==> src/rtl/wd_feeder_pkg.sv <==
// Shared types and defaults for the watchdog feeder.
// Holds the state encoding, the timing defaults and the jitter LFSR constants.
package wd_pkg;

  typedef enum logic [2:0] {
    DISABLED = 3'd0,
    LOW      = 3'd1,
    HIGH     = 3'd2,
    STARVE   = 3'd3,
    RECOVER  = 3'd4
  } wd_feeder_state_t;

  localparam int WD_FEED_HIGH  = 8;
  localparam int WD_FEED_LOW   = 8;
  localparam int WD_ALIVE_WIN  = 256;
  localparam int WD_MAX_BITES  = 3;

  localparam logic [7:0] WD_LFSR_SEED = 8'hA5;
  // Taps 8,6,5,4 expressed as a mask over bits [7:0].
  localparam logic [7:0] WD_LFSR_TAPS = 8'hB8;

  function automatic logic [7:0] wd_lfsr_next(input logic [7:0] s);
    return {s[6:0], ^(s & WD_LFSR_TAPS)};
  endfunction

endpackage

==> src/rtl/wd_feeder_alive_mon.sv <==
// Heartbeat window monitor: counts run cycles since the last alive pulse and
// flags the cycle on which the window would expire.
module wd_alive_mon
  import wd_pkg::*;
#(
  parameter int ALIVE_WIN = WD_ALIVE_WIN,
  parameter int CNT_W     = 16
) (
  input  logic clk,
  input  logic rst_n,
  input  logic clear_i,
  input  logic run_i,
  input  logic alive_i,
  output logic expired_o
);

  logic [CNT_W-1:0] win_q;
  logic [CNT_W-1:0] win_d;

  assign expired_o = run_i && !alive_i && (win_q == CNT_W'(ALIVE_WIN - 1));

  // Outside the run states the counter simply holds its value.
  always_comb begin
    win_d = win_q;
    if (clear_i || (run_i && alive_i)) begin
      win_d = '0;
    end else if (run_i && !expired_o) begin
      win_d = win_q + CNT_W'(1);
    end
  end

  always_ff @(posedge clk or negedge rst_n) begin
    if (!rst_n) begin
      win_q <= '0;
    end else begin
      win_q <= win_d;
    end
  end

endmodule

==> src/rtl/wd_feeder.sv <==
// Watchdog feeder: bounded feed pulses, heartbeat-driven starvation, bite counting.
// Define WD_FEEDER_JITTER_EN to stretch each LOW phase by 0..3 cycles from an LFSR.
module wd_feeder
  import wd_pkg::*;
#(
  parameter int FEED_HIGH = WD_FEED_HIGH,
  parameter int FEED_LOW  = WD_FEED_LOW,
  parameter int ALIVE_WIN = WD_ALIVE_WIN,
  parameter int MAX_BITES = WD_MAX_BITES,
  parameter int CNT_W     = 16,
  parameter int BITE_W    = 4
) (
  input  logic              clk,
  input  logic              rst_n,
  input  logic              en,
  input  logic              alive,
  input  logic              wdog,
  output logic              feed,
  output logic              starving,
  output logic [BITE_W-1:0] bite_cnt,
  output logic              spurious_bite,
  output logic              rst_req
);

  wd_feeder_state_t  state_q, state_d;
  logic [CNT_W-1:0]  phase_q, phase_d;
  logic [BITE_W-1:0] bite_q, bite_d, bite_inc;
  logic              rst_req_q, rst_req_d;
  logic              spur_q, spur_d;
  logic              feed_q, feed_d;
  logic              starving_q, starving_d;
  logic              run, expired, win_clr;
  logic [CNT_W-1:0]  low_len;

  assign run = (state_q == LOW) || (state_q == HIGH);

  wd_alive_mon #(
    .ALIVE_WIN (ALIVE_WIN),
    .CNT_W     (CNT_W)
  ) u_alive_mon (
    .clk       (clk),
    .rst_n     (rst_n),
    .clear_i   (win_clr),
    .run_i     (run),
    .alive_i   (alive),
    .expired_o (expired)
  );

`ifdef WD_FEEDER_JITTER_EN
  logic [7:0] lfsr_q;
  logic       low_entry;

  assign low_entry = (state_d == LOW) && (state_q != LOW);

  // The LFSR steps on LOW entry, so the whole LOW phase sees the fresh value.
  always_ff @(posedge clk or negedge rst_n) begin
    if (!rst_n) begin
      lfsr_q <= WD_LFSR_SEED;
    end else if (low_entry) begin
      lfsr_q <= wd_lfsr_next(lfsr_q);
    end
  end

  assign low_len = CNT_W'(FEED_LOW) + CNT_W'(lfsr_q[1:0]);
`else
  assign low_len = CNT_W'(FEED_LOW);
`endif

  assign bite_inc = (&bite_q) ? bite_q : bite_q + BITE_W'(1);

  always_comb begin
    state_d   = state_q;
    phase_d   = phase_q + CNT_W'(1);
    bite_d    = bite_q;
    rst_req_d = rst_req_q;
    spur_d    = spur_q | (wdog && (state_q != STARVE));
    win_clr   = 1'b0;
    if (!en) begin
      state_d   = DISABLED;
      phase_d   = '0;
      bite_d    = '0;
      rst_req_d = 1'b0;
      win_clr   = 1'b1;
    end else begin
      // A heartbeat in a run state breaks the consecutive-bite streak.
      if (alive && run) begin
        bite_d = '0;
      end
      unique case (state_q)
        DISABLED: begin
          state_d = LOW;
          phase_d = '0;
          win_clr = 1'b1;
        end
        LOW: begin
          if (expired) begin
            state_d = STARVE;
            phase_d = '0;
          end else if (phase_q == low_len - CNT_W'(1)) begin
            state_d = HIGH;
            phase_d = '0;
          end
        end
        HIGH: begin
          if (expired) begin
            state_d = STARVE;
            phase_d = '0;
          end else if (phase_q == CNT_W'(FEED_HIGH - 1)) begin
            state_d = LOW;
            phase_d = '0;
          end
        end
        STARVE: begin
          phase_d = '0;
          if (wdog) begin
            state_d = RECOVER;
            bite_d  = bite_inc;
            if (bite_inc == BITE_W'(MAX_BITES)) begin
              rst_req_d = 1'b1;
            end
          end else if (alive) begin
            state_d = LOW;
            win_clr = 1'b1;
          end
        end
        RECOVER: begin
          if (phase_q == CNT_W'(FEED_LOW - 1)) begin
            state_d = LOW;
            phase_d = '0;
            win_clr = 1'b1;
          end
        end
        default: begin
          state_d = DISABLED;
          phase_d = '0;
        end
      endcase
    end
    feed_d     = (state_d == HIGH) || (state_d == STARVE);
    starving_d = (state_d == STARVE);
  end

  always_ff @(posedge clk or negedge rst_n) begin
    if (!rst_n) begin
      state_q    <= DISABLED;
      phase_q    <= '0;
      bite_q     <= '0;
      rst_req_q  <= 1'b0;
      spur_q     <= 1'b0;
      feed_q     <= 1'b0;
      starving_q <= 1'b0;
    end else begin
      state_q    <= state_d;
      phase_q    <= phase_d;
      bite_q     <= bite_d;
      rst_req_q  <= rst_req_d;
      spur_q     <= spur_d;
      feed_q     <= feed_d;
      starving_q <= starving_d;
    end
  end

  assign feed          = feed_q;
  assign starving      = starving_q;
  assign bite_cnt      = bite_q;
  assign spurious_bite = spur_q;
  assign rst_req       = rst_req_q;

endmodule

==> config.mk <==
export PLATFORM = sky130hd
export DESIGN_NAME = wd_feeder
export DESIGN_NICKNAME = d
export VERILOG_FILES = /design/src/rtl/wd_feeder_pkg.sv /design/src/rtl/wd_feeder_alive_mon.sv /design/src/rtl/wd_feeder.sv
export SDC_FILE = /design/constraint.sdc
export NUM_CORES = 1
export LEC_CHECK = 0
export CAP_MARGIN = 20
export CORE_MARGIN = 2
export CORE_UTILIZATION = 28
export CTS_BUF_LIST = sky130_fd_sc_hd__clkbuf_8
export CTS_CLUSTER_DIAMETER = 60
export CTS_CLUSTER_SIZE = 25
export DETAILED_ROUTE_END_ITERATION = 8
export PLACE_DENSITY = 0.4
export SETUP_SLACK_MARGIN = 0.2
export SKIP_LAST_GASP = 1
export SYNTH_ARGS = -nofsm -noshare
export SYNTH_HDL_FRONTEND = slang
export SYNTH_HIERARCHICAL = 1
export SYNTH_SLANG_ARGS = --single-unit
export TNS_END_PERCENT = 10
==> constraint.sdc <==
create_clock -name clk -period 4.8 [get_ports clk]
set_input_delay 0.48 -clock clk [delete_from_list [all_inputs] [get_ports clk]]
set_output_delay 0.48 -clock clk [all_outputs]
set_load 0.02 [all_outputs]
[Word level (Yosys, flattened, before mapping)]
Cells that the tools add are included.
Word-level totals
  flip-flop bits (word level): 43
  word-level logic and storage cells: 68
Operators by class
  add/subtract/negate cells: 3
  equal/unequal tests: 13
  muxes and demuxes: 28
  bitwise operators: 1
  reductions and logical operators: 15
Operators with widths (number)
  16-bit two-way mux: 5
  16-bit by 1-bit adder with 16-bit output (second input constant): 2
  16-bit case mux with 2 select lines: 1
  3-bit two-way mux: 7
  4-bit two-way mux: 5
  16-bit by 3-bit equality test with 1-bit output (second input constant): 1
  16-bit by 8-bit equality test with 1-bit output (second input constant): 1
  3-bit case mux with 5 select lines: 1
  3-bit by 2-bit equality test with 1-bit output (second input constant): 4
  1-bit two-way mux: 8
  2-bit by 1-bit inequality test with 1-bit output (second input constant): 3
  1-bit logical AND: 5
  4-bit by 1-bit adder with 4-bit output (second input constant): 1
  4-bit by 2-bit equality test with 1-bit output (second input constant): 1
  4-bit AND reduction: 1
  3-bit by 1-bit equality test with 1-bit output (second input constant): 1
  3-bit equality test (second input constant): 1
  3-bit logical NOT: 1
  1-bit logical OR: 3
  3-bit by 2-bit inequality test with 1-bit output (second input constant): 1
  1-bit case mux with 3 select lines: 1
  3-bit AND reduction: 1
  1-bit logical NOT: 2
  2-bit nonzero test: 1
  2 further kinds: 2

[Depth between registers and ports, before layout]
Gate-level depths: netlist of run 1.
  word-level depth: 9
  gate-level depth with buffers: 13
  depth with buffers taken out: 11

[Cells and area by module]
Netlist of run 1, hierarchy kept.
Modules (own cells, without submodules)
  wd_feeder: times used 1, cells each 146, area an instance 1416.4 sq um, sequential area each 675.6 sq um
  wd_alive_mon: times used 1, cells each 105, area an instance 944.7 sq um, sequential area each 400.4 sq um

[Worst setup path before layout of run 1]
No wires, ideal clock.
  path kind: register -> register
  from: register state_q[0]
  to: register phase_q[10]
  setup time: 0.121 ns
  arrival: 2.512 ns
  required time: 4.679 ns
  path slack: 2.167 ns
  cell stages (with the launch flop): 14
  period minus slack after synthesis: 2.633 ns
  path through: dfrtp_1 > buf_4 > nand2b_1 > a21oi_1 > nor4b_1 > nand3_1 > or2_0 > inv_1 > nor2_1 > mux2i_1 > o32ai_1 > nand3_1 > buf_2 > nor2_1
On the way
  word-level cells in the longest chain between the ends: 7
  elaborated cells between the ends (all ways): 10
  those cells by class: eq/ne: 3; mux: 3; reduce/logical: 4
RTL lines
  from (decl): RTL line wd_feeder.sv:25  | wd_feeder_state_t state_q, state_d;
  from (signal assigned): RTL line wd_feeder.sv:153  | state_q <= state_d;
  3-bit by 1-bit equality test with 1-bit output / 3-bit by 2-bit equality test with 1-bit output (equally long branches): RTL line wd_feeder.sv:35  | assign run = (state_q == LOW) || (state_q == HIGH);
  1-bit logical OR *: RTL line wd_feeder.sv:35
  net run: RTL line wd_feeder.sv:32  | logic run, expired, win_clr;
  1-bit logical AND * (2 in series): RTL line wd_feeder_alive_mon.sv:20  | assign expired_o = run_i && !alive_i && (win_q == CNT_W'(ALIVE_WIN - 1));
  net expired: RTL line wd_feeder.sv:32
  16-bit two-way mux *: RTL line wd_feeder.sv:105  | if (expired) begin
  16-bit case mux with 2 select lines *: RTL line wd_feeder.sv:89  | unique case (state_q)
  16-bit two-way mux *: RTL line wd_feeder.sv:78  | if (!en) begin
  net phase_d[10]: RTL line wd_feeder.sv:26  | logic [CNT_W-1:0] phase_q, phase_d;
  to (signal assigned): RTL line wd_feeder.sv:154  | phase_q <= phase_d;
  to (decl): RTL line wd_feeder.sv:26
Mark *: on every way through the listed nets, which the timed path passes. The rest lies on a longest branch.
A chain may end at the register's enable or synchronous reset.

[Final worst setup path of run 1]
  from: register state_q[0]
  to: register phase_q[4]
Same word-level chain as after synthesis.

==> results.json, run 1 <==
{
  "grt_antenna_before_repair": 0,
  "cap_violations": 0,
  "tightest_slew_ns": 0.8606,
  "clock_sinks": 43,
  "h-tree-depth": 2,
  "synthSimpleGateAreaFrac": 0.3190,
  "die-area_sq_mm": 0.009182,
  "core_area_sq_mm": 0.008175,
  "num_rows": 33,
  "nFillCells": 851,
  "cts_inserted_buffers": 5,
  "gp_congestion": 0.7112,
  "worst_setup_path_start_kind": "register",
  "leakage_uw": 0.001124,
  "avgRoutedWirePerCell_um": 14.06,
  "critPathMaxFanout": 16,
  "worstPathRequired_ns": 4.95,
  "insertion_delay_ns": 0.30,
  "routed_wl_um": 5201,
  "yosysWarningCount": 6,
  "synth_compound_area_frac": 0.09857,
  "vdd.ir_drop.worst_v": 0.0001068,
  "die_h_um": 95.83,
  "nets": 272,
  "track_usage": 0.1257,
  "timing.final.crit_share": 0.6917,
  "r2r_slack_ns": 1.48,
  "r2r_cells": 12,
  "power_density_mw_per_mm2": 271.8,
  "max_freq_ghz": 0.3012,
  "pre_cts_slack_ns": 1.383,
  "syn_inst": 251,
  "synth_mux_area_frac": 0.01272,
  "insertedDiodeCount": 0,
  "root_buffer": "clkbuf_8",
  "async_flop_share": 1.000,
  "path_clk_slew_ns": 0.09,
  "layout_common_cells": "dfrtp_1 (43), nor2_1 (32), nand2_1 (22)",
  "overflow": 0,
  "synth_edf_count": 0,
  "synth_top_family_by_area": "simple AND/OR/NAND/NOR gates",
  "hp-class": "input port to async pin",
  "syn_avg_cell_area_sq_um": 9.406,
  "drc": 0,
  "period_minus_slack_ns": 3.320,
  "drive_above_1_share": 0.08679,
  "tns_ns": 0,
  "grt_pass1_wl_um": 8956,
  "drt-pass1-iter-count": 4,
  "ys_seq_area_frac": 0.4557,
  "ys_seq_elements": 43,
  "clockBufferDepth": 2,
  "post_cts_resized": 0,
  "via_per_inst": 4.957,
  "netlist_area_sq_mm": 0.002361,
  "end_kind": "register",
  "grt_pass1_vias": 1789,
  "run_status": "finished clean",
  "synth_xor_area_frac": 0.06306,
  "hpwl_um": 3535,
  "drtAntennaViolNets": 0,
  "yosysUniqueCellTypes": 52,
  "r2r-end": "phase_q[4]",
  "drt_iter0_drc": 81,
  "skew_ns": 0.01405,
  "die_w_um": 95.83,
  "critical_path_class": "register to register",
  "slew_viol_final": 0,
  "synth_flop_cell": "dfrtp_1",
  "layout_commonest_cell": "dfrtp_1",
  "final_hold_viol_count": 0,
  "cts_post_setup_buffers_inserted": 0,
  "r2r-start": "state_q[0]",
  "io_buffers": 12,
  "synth_fa_ha_area_frac": 0.01590,
  "finish.utilization": 0.3330,
  "setup_viol": 0,
  "grt_setup_unrepaired": "false",
  "cts_tree": "done",
  "syn_nets": 259,
  "grt_max_degree": 44,
  "start_util": 0.2888,
  "vias": 1834,
  "cp.arrival_ns": 3.47,
  "io_pins": 13,
  "syn_to_final_growth_pct": 15.32,
  "hold_buffers": 0,
  "worst_slack_ns": 1.480,
  "slew_headroom": 0.4190
}
==> final cells by class <==
| type | count | area, sq um | area share |
|---|---|---|---|
| clock buffer | 5 | 68.82 | 0.02528 |
| clock inverter | 3 | 67.56 | 0.02482 |
| inverter | 9 | 33.78 | 0.01241 |
| multi-input combinational | 191 | 1202 | 0.4416 |
| sequential | 43 | 1076 | 0.3952 |
| tap | 105 | 131.4 | 0.04825 |
| timing repair buffer | 14 | 142.6 | 0.05239 |
==> state kept, by name, summed over array words and instances (netlist names) <==
| signal | flops |
|---|---|
| phase_q | 16 |
| u_alive_mon/win_q | 16 |
| bite_cnt | 4 |
| state_q | 3 |
| feed | 1 |
| rst_req | 1 |
| spurious_bite | 1 |
| starving | 1 |
==> worst max-delay path, cell delays in order (launching register included) <==
cell      delay [ns]
dfrtp_1         0.51
nand2b_1        0.25
a21oi_1         0.17
buf_4           0.20
nor4b_1         0.28
nand3_1         0.27
or2_0           0.39
inv_1           0.19
nor2_1          0.06
mux2i_1         0.13
o32ai_1         0.10
nand3_1         0.51
nor2_1          0.11
==> worst max-delay path by stage <==
stage,slack [ns],cells after the start,to,startpoint
4_1_cts,1.41,12,phase_q[4],state_q[0]
5_1_grt,1.03,12,phase_q[3],state_q[0]
2_1_floorplan,2.17,13,phase_q[10],state_q[0]
6_report,1.48,12,phase_q[4],state_q[0]
3_3_place_gp,1.56,10,phase_q[3],alive
3_5_place_dp,1.38,10,phase_q[4],alive
==> report_power, final <==
part / total (uW) / internal (uW) / switching, uW
registers: 367 / 364 / 3.14
logic: 34.7 / 11.0 / 23.6
clock network: 338 / 208 / 131
==> Yosys cell counts (2+ instances only) <==
cell type	instances	area share
nor2_1	32	0.051
nand3_1	17	0.036
and4_1	4	0.015
ha_1	3	0.016
mux2i_1	3	0.013
or4_1	6	0.019
nor4_1	2	0.0053
xor2_1	11	0.041
inv_1	9	0.014
xnor2_1	6	0.022
a21oi_1	12	0.025
a21o_1	3	0.0095
nand2b_1	2	0.0053
nand3b_1	2	0.0064
clkbuf_1	2	0.0032
nand4_1	9	0.024
a211oi_1	3	0.0095
o31ai_1	2	0.0064
o21ai_0	5	0.011
and2_1	3	0.0079
o311ai_0	2	0.0074
or3_1	4	0.011
and3_1	4	0.011
buf_4	2	0.0064
buf_2	3	0.0064
a31oi_1	4	0.011
nand2_1	22	0.035
nor3_1	8	0.017
dfrtp_1	43	0.46
==> layer usage <==
layer / share of wire / global-route usage / up-vias
met5: 0 / 0 / -
met4: 0.013 / 0.03929 / 0
met3: 0.028 / 0.02897 / 6
met2: 0.44 / 0.1970 / 20
met1: 0.52 / 0.1719 / 879
li1: - / - / 929
==> kinds of logic after synthesis <==
family	count (synthesis)
AOI/OAI and AO/OA	36
muxes	3
and+or+nand+nor	132
xor gates and xnor gates	17
buffers and inverters	17
DFF	43
adders and majority gates	3
==> through the flow <==
step	cells	area, sq um	power [uW]	hold WS (ns)
finish	370	2723	740.0	0.06045
global route	370	2723	777.4	0.05858
CTS	369	2703	756.0	0.3850
detailed placement	361	2566	408.4	0.4471
global placement	361	2566	408.4	0.4400
floorplan	251	2361	390.5	0.1844
(Power assumes the default switching activity.)
==> run 2: changes to the inputs <==
- clock period: 4.8 -> 3.3 ns (I/O delays scaled with it)
==> run 2 against run 1 <==
Effect of this change: total power increased by 38%; combinational power grew 61%; global-route usage grew 0.38 points; first-iteration DRC count shrank 31%; non-clock buffer count rose by 5; largest cell class unchanged.
==> results.json, run 2 (synthesis gave the netlist of run 1 again) <==
{
  "critical_path_class": "register to register",
  "slew_viol_final": 0,
  "skew_ns": 0.004564,
  "root_buffer": "clkbuf_8",
  "worst_slack_ns": 0.5832,
  "routed_wl_um": 5353,
  "hp-class": "register to register",
  "crit_path_end": "phase_q[3]",
  "vdd.ir_drop.worst_v": 0.0002517,
  "startpoint": "state_q[0]",
  "pre_cts_slack_ns": 0.5633,
  "internal_power_uw": 794.7,
  "worstPathRequired_ns": 3.48,
  "core_area_sq_mm": 0.008175,
  "combPwrFrac": 0.055,
  "grt_max_degree": 44,
  "layout_commonest_cell": "dfrtp_1",
  "worst_setup_path_start_kind": "register",
  "track_usage": 0.1295,
  "hpwl_um": 3756,
  "clock_sinks": 43,
  "num_rows": 33,
  "overflow": 0,
  "layout_common_cells": "dfrtp_1 (43), nor2_1 (32), nand2_1 (22)",
  "drc": 0,
  "grt_antenna_before_repair": 0,
  "avgRoutedWirePerCell_um": 14.27,
  "die_w_um": 95.83,
  "leakage_uw": 0.001143,
  "h-tree-depth": 2,
  "tns_ns": 0,
  "seqPwrFrac": 0.522,
  "die-area_sq_mm": 0.009182,
  "total_power_uw": 1022,
  "drt-pass1-iter-count": 4,
  "nets": 277,
  "critPathMaxFanout": 16,
  "cts_post_setup_buffers_inserted": 0,
  "cap_violations": 0,
  "grt_pass1_vias": 1857,
  "clockPowerShare": 0.423,
  "syn_to_final_growth_pct": 16.22,
  "drive_above_1_share": 0.1000,
  "tightest_slew_ns": 0.5387,
  "run_status": "finished clean",
  "vias": 1892,
  "r2r-start": "state_q[0]",
  "cp.arrival_ns": 2.89,
  "max_freq_ghz": 0.3681,
  "insertedDiodeCount": 0,
  "gp_congestion": 0.7395,
  "r2r_slack_ns": 0.58,
  "sw_frac_of_total": 0.2225,
  "cts_tree": "done",
  "io_pins": 13,
  "cts_inserted_buffers": 5,
  "slew_headroom": 0.6381,
  "start_util": 0.2888,
  "p_switching_uw": 227.5,
  "grt_pass1_wl_um": 9363,
  "die_h_um": 95.83,
  "grt_setup_unrepaired": "false",
  "via_per_inst": 5.045,
  "r2r_cells": 12,
  "period_minus_slack_ns": 2.717,
  "end_kind": "register",
  "timing.final.crit_share": 0.8233,
  "insertion_delay_ns": 0.29,
  "final_hold_viol_count": 0,
  "drtAntennaViolNets": 0,
  "io_buffers": 12,
  "power_density_mw_per_mm2": 372.5,
  "setup_viol": 0,
  "clockBufferDepth": 2,
  "path_clk_slew_ns": 0.09,
  "drt_iter0_drc": 56,
  "r2r-end": "phase_q[3]"
}
==> run 2: changes by cell type in the layout (fill, tap and decap cells not counted), sizes merged <==
| cell | change |
|---|---|
| clkbuf | +1 |
| clkinvlp | -1 |
| clkinv | +1 |
| bufinv | -1 |
| buf | +4 |
| dlygate4sd3 | +1 |
==> run 2: worst min-delay path by stage <==
stage	cells past startpoint	end	startpoint	slack, ns
2_1_floorplan	0	bite_cnt[0]	rst_n	0.03
3_3_place_gp	1	spurious_bite	spurious_bite	0.44
3_5_place_dp	1	spurious_bite	spurious_bite	0.45
4_1_cts	1	spurious_bite	rst_n	0.24
5_1_grt	1	phase_q[0]	phase_q[0]	0.50
6_report	1	spurious_bite	spurious_bite	0.46
==> run 2: critical path: stages, from the launching register on <==
cell and delay [ns]:
dfrtp_1 0.52, nand2b_1 0.25, a21oi_1 0.21, nor4b_1 0.26
nand3_1 0.13, or2_0 0.35, inv_1 0.20, nor2_1 0.06
mux2i_1 0.13, o32ai_1 0.10, nand3_1 0.10, buf_4 0.22
nor2_1 0.08
==> run 2: cell type report <==
class / count / area [sq um]
sequential: 43 / 1076
clock inverter: 2 / 35.03
fill: 846 / 5431
timing repair buffer: 19 / 182.7
inverter: 9 / 33.78
tap: 105 / 131.4
clock buffer: 6 / 82.58
multi-input combinational: 191 / 1202
==> run 2: metrics by stage <==
stage	cells	hold slack, ns	util	instance area (sq um)
floorplan	251	0.03441	-	2361
global placement	365	0.4392	0.3176	2596
detailed placement	365	0.4469	0.3176	2596
CTS	373	0.2414	0.3320	2714
global route	375	0.5035	0.3356	2744
finish	375	0.4626	0.3356	2744
==> run 2: metal layers <==
layer / wire (um) / share of wire / vias up / track usage
li1: - / - / 943 / -
met1: 2739 / 0.51 / 909 / 0.1838
met2: 2376 / 0.44 / 36 / 0.2034
met3: 196 / 0.037 / 4 / 0.02428
met4: 40 / 0.0075 / 0 / 0.03214
met5: 0 / 0 / - / 0
==> run 2: power groups by stage <==
stage	clock network [uW]	registers, uW	logic, uW
finish	432	534	56.0
global route	478	535	63.9
CTS	451	534	54.1
detailed placement	0	545	53.6
global placement	0	545	54.1
floorplan	0	542	25.9
==> run 2: repair_timing <==
action                                 4_1_cts  5_1_grt
hold buffers                                 0        1
resized for setup                            0        0
endpoints found under the hold margin        0       16
==> run 3: changes to the inputs <==
- clock period: 3.3 -> 2.6 ns (I/O delays scaled with it)
==> run 3 against run 2 <==
Effect of this change: global-route usage fell by 0.26 points; design area rose by 4.4%; register-to-register slack got worse by 0.22 ns; via count rose by 0.95%; worst setup slack got worse by 0.22 ns; critical path depth fell by 1.
==> results.json, run 3 (synthesis gave the netlist of run 1 again) <==
{
  "nets": 287,
  "clock_sinks": 43,
  "clockPowerShare": 0.452,
  "leakage_uw": 0.001195,
  "die_w_um": 95.83,
  "tns_ns": 0,
  "max_freq_ghz": 0.4471,
  "power_density_mw_per_mm2": 484.5,
  "h-tree-depth": 2,
  "sw_frac_of_total": 0.2154,
  "num_rows": 33,
  "avgRoutedWirePerCell_um": 13.83,
  "internal_power_uw": 1089,
  "track_usage": 0.1269,
  "vias": 1910,
  "slew_viol_final": 0,
  "slowest_delay_ns": 0.40,
  "cap_violations": 0,
  "finish.utilization": 0.3505,
  "layout_common_cells": "dfrtp_1 (43), nor2_1 (32), nand2_1 (22)",
  "combPwrFrac": 0.061,
  "layout_commonest_cell": "dfrtp_1",
  "syn_to_final_growth_pct": 21.36,
  "p_switching_uw": 299.0,
  "cpMaxStageDelayCell": "dfrtp_1",
  "core_area_sq_mm": 0.008175,
  "run_status": "finished clean",
  "grt_setup_unrepaired": "true",
  "setup_viol": 0,
  "via_per_inst": 4.961,
  "cp.arrival_ns": 2.42,
  "slew_headroom": 0.6398,
  "final_hold_viol_count": 0,
  "worstPathRequired_ns": 2.79,
  "critical_path_class": "register to register",
  "routed_wl_um": 5325,
  "grt_antenna_before_repair": 0,
  "die_h_um": 95.83,
  "root_buffer": "clkbuf_8",
  "overflow": 0,
  "cp_cell_sequence": "ha_2 -> nand4_1 -> or2_2 -> or2_4 -> inv_2 -> nor2_1 -> mux2i_1 -> o32ai_1 -> nand3_1 -> buf_6 -> nor2_1",
  "end_kind": "register",
  "insertedDiodeCount": 0,
  "cts_inserted_buffers": 5,
  "tightest_slew_ns": 0.5362,
  "grt_pass1_wl_um": 9170,
  "io_buffers": 12,
  "hpwl_um": 3683,
  "cts_tree": "done",
  "drt_iter0_drc": 55,
  "start_util": 0.2888,
  "drtAntennaViolNets": 0,
  "grt_max_degree": 44,
  "timing.final.crit_share": 0.8602,
  "clockBufferDepth": 2,
  "seqPwrFrac": 0.487,
  "insertion_delay_ns": 0.30,
  "vdd.ir_drop.worst_v": 0.0001850,
  "skew_ns": 0.007730,
  "critPathMaxFanout": 16,
  "drc": 0,
  "die-area_sq_mm": 0.009182,
  "io_pins": 13,
  "path_clk_slew_ns": 0.09,
  "grt_pass1_vias": 1881,
  "gp_congestion": 0.7175,
  "drt-pass1-iter-count": 4,
  "period_minus_slack_ns": 2.236,
  "drive_above_1_share": 0.1536,
  "worst_setup_path_start_kind": "register",
  "cpMostUsedCell": "nor2_1",
  "hp-class": "input port to async pin"
}
run 3: cell types whose count changed in the layout (fill, tap and decap cells not counted), sizes merged:
cell,change
buf,+9
clkbuf,-1
a21o,+1
clkinv,-1
clkinvlp,+1
bufinv,+1
run 3: critical path, delay by kind of cell (launching register included):
kind / cells / cell delay [ns]
AND/OR/NAND/NOR: 6 / 0.99
multiplexers: 1 / 0.14
adder cells (fa/ha/maj): 1 / 0.23
buffers and inverters: 2 / 0.28
flip-flops: 1 / 0.40
AO/OA/AOI/OAI: 1 / 0.10
run 3: per-layer routing:
layer,global-route usage,wire [um],vias up
met3,0.02741,144,7
met5,0,0,-
li1,-,-,964
met4,0.04286,80,0
met1,0.1690,2671,917
met2,0.2045,2429,22
run 3: timing repair:
item | 4_1_cts | 5_1_grt
endpoints found under the setup margin | 0 | 24
hold endpoints to repair | 0 | 17
gates resized for setup | 0 | 5
hold buffers | 0 | 1
buffers inserted | 0 | 3
run 3: path summary, 6_finish.rpt:
| check | from | cells after the start | endpoint | slack (ns) |
|---|---|---|---|---|
| max in group asynchronous | rst_n | 3 | bite_cnt[2] | 1.67 |
| worst max-delay path | u_alive_mon/win_q[1] | 11 | phase_q[9] | 0.36 |
| min in group clk | phase_q[0] | 1 | phase_q[0] | 0.46 |
| worst max register to register | u_alive_mon/win_q[1] | 11 | phase_q[9] | 0.36 |
| worst min-delay path | rst_n | 2 | u_alive_mon/win_q[4] | 0.44 |
| worst min register to register | phase_q[0] | 1 | phase_q[0] | 0.46 |
run 3: metrics by stage:
step / area [sq um] / power (uW) / hold slack (ns) / cells / worst slack [ns]
floorplan: 2380 / 722.7 / -0.03559 / 251 / 0.2213
global placement: 2654 / 764.7 / 0.4456 / 371 / 0.1938
detailed placement: 2654 / 764.7 / 0.4481 / 371 / 0.1661
CTS: 2790 / 1404 / 0.1801 / 379 / 0.2253
global route: 2865 / 1454 / 0.4833 / 385 / 0.1650
finish: 2865 / 1388 / 0.4427 / 385 / 0.3636
run 3: layout make-up:
type | count | area, sq um
multi-input combinational | 192 | 1234
clock inverter | 3 | 67.56
sequential | 43 | 1076
timing repair buffer | 28 | 254.0
fill | 837 | 5310
inverter | 9 | 33.78
clock buffer | 5 | 68.82
tap | 105 | 131.4
run 3: power groups by stage:
stage	logic (uW)	registers, uW	clock network (uW)
6_report	85.3	675	627
4_1_cts	75.5	676	653
3_3_place_gp	75.8	689	0
5_1_grt	95.7	676	682
3_5_place_dp	75.7	689	0
2_1_floorplan	34.7	688	0
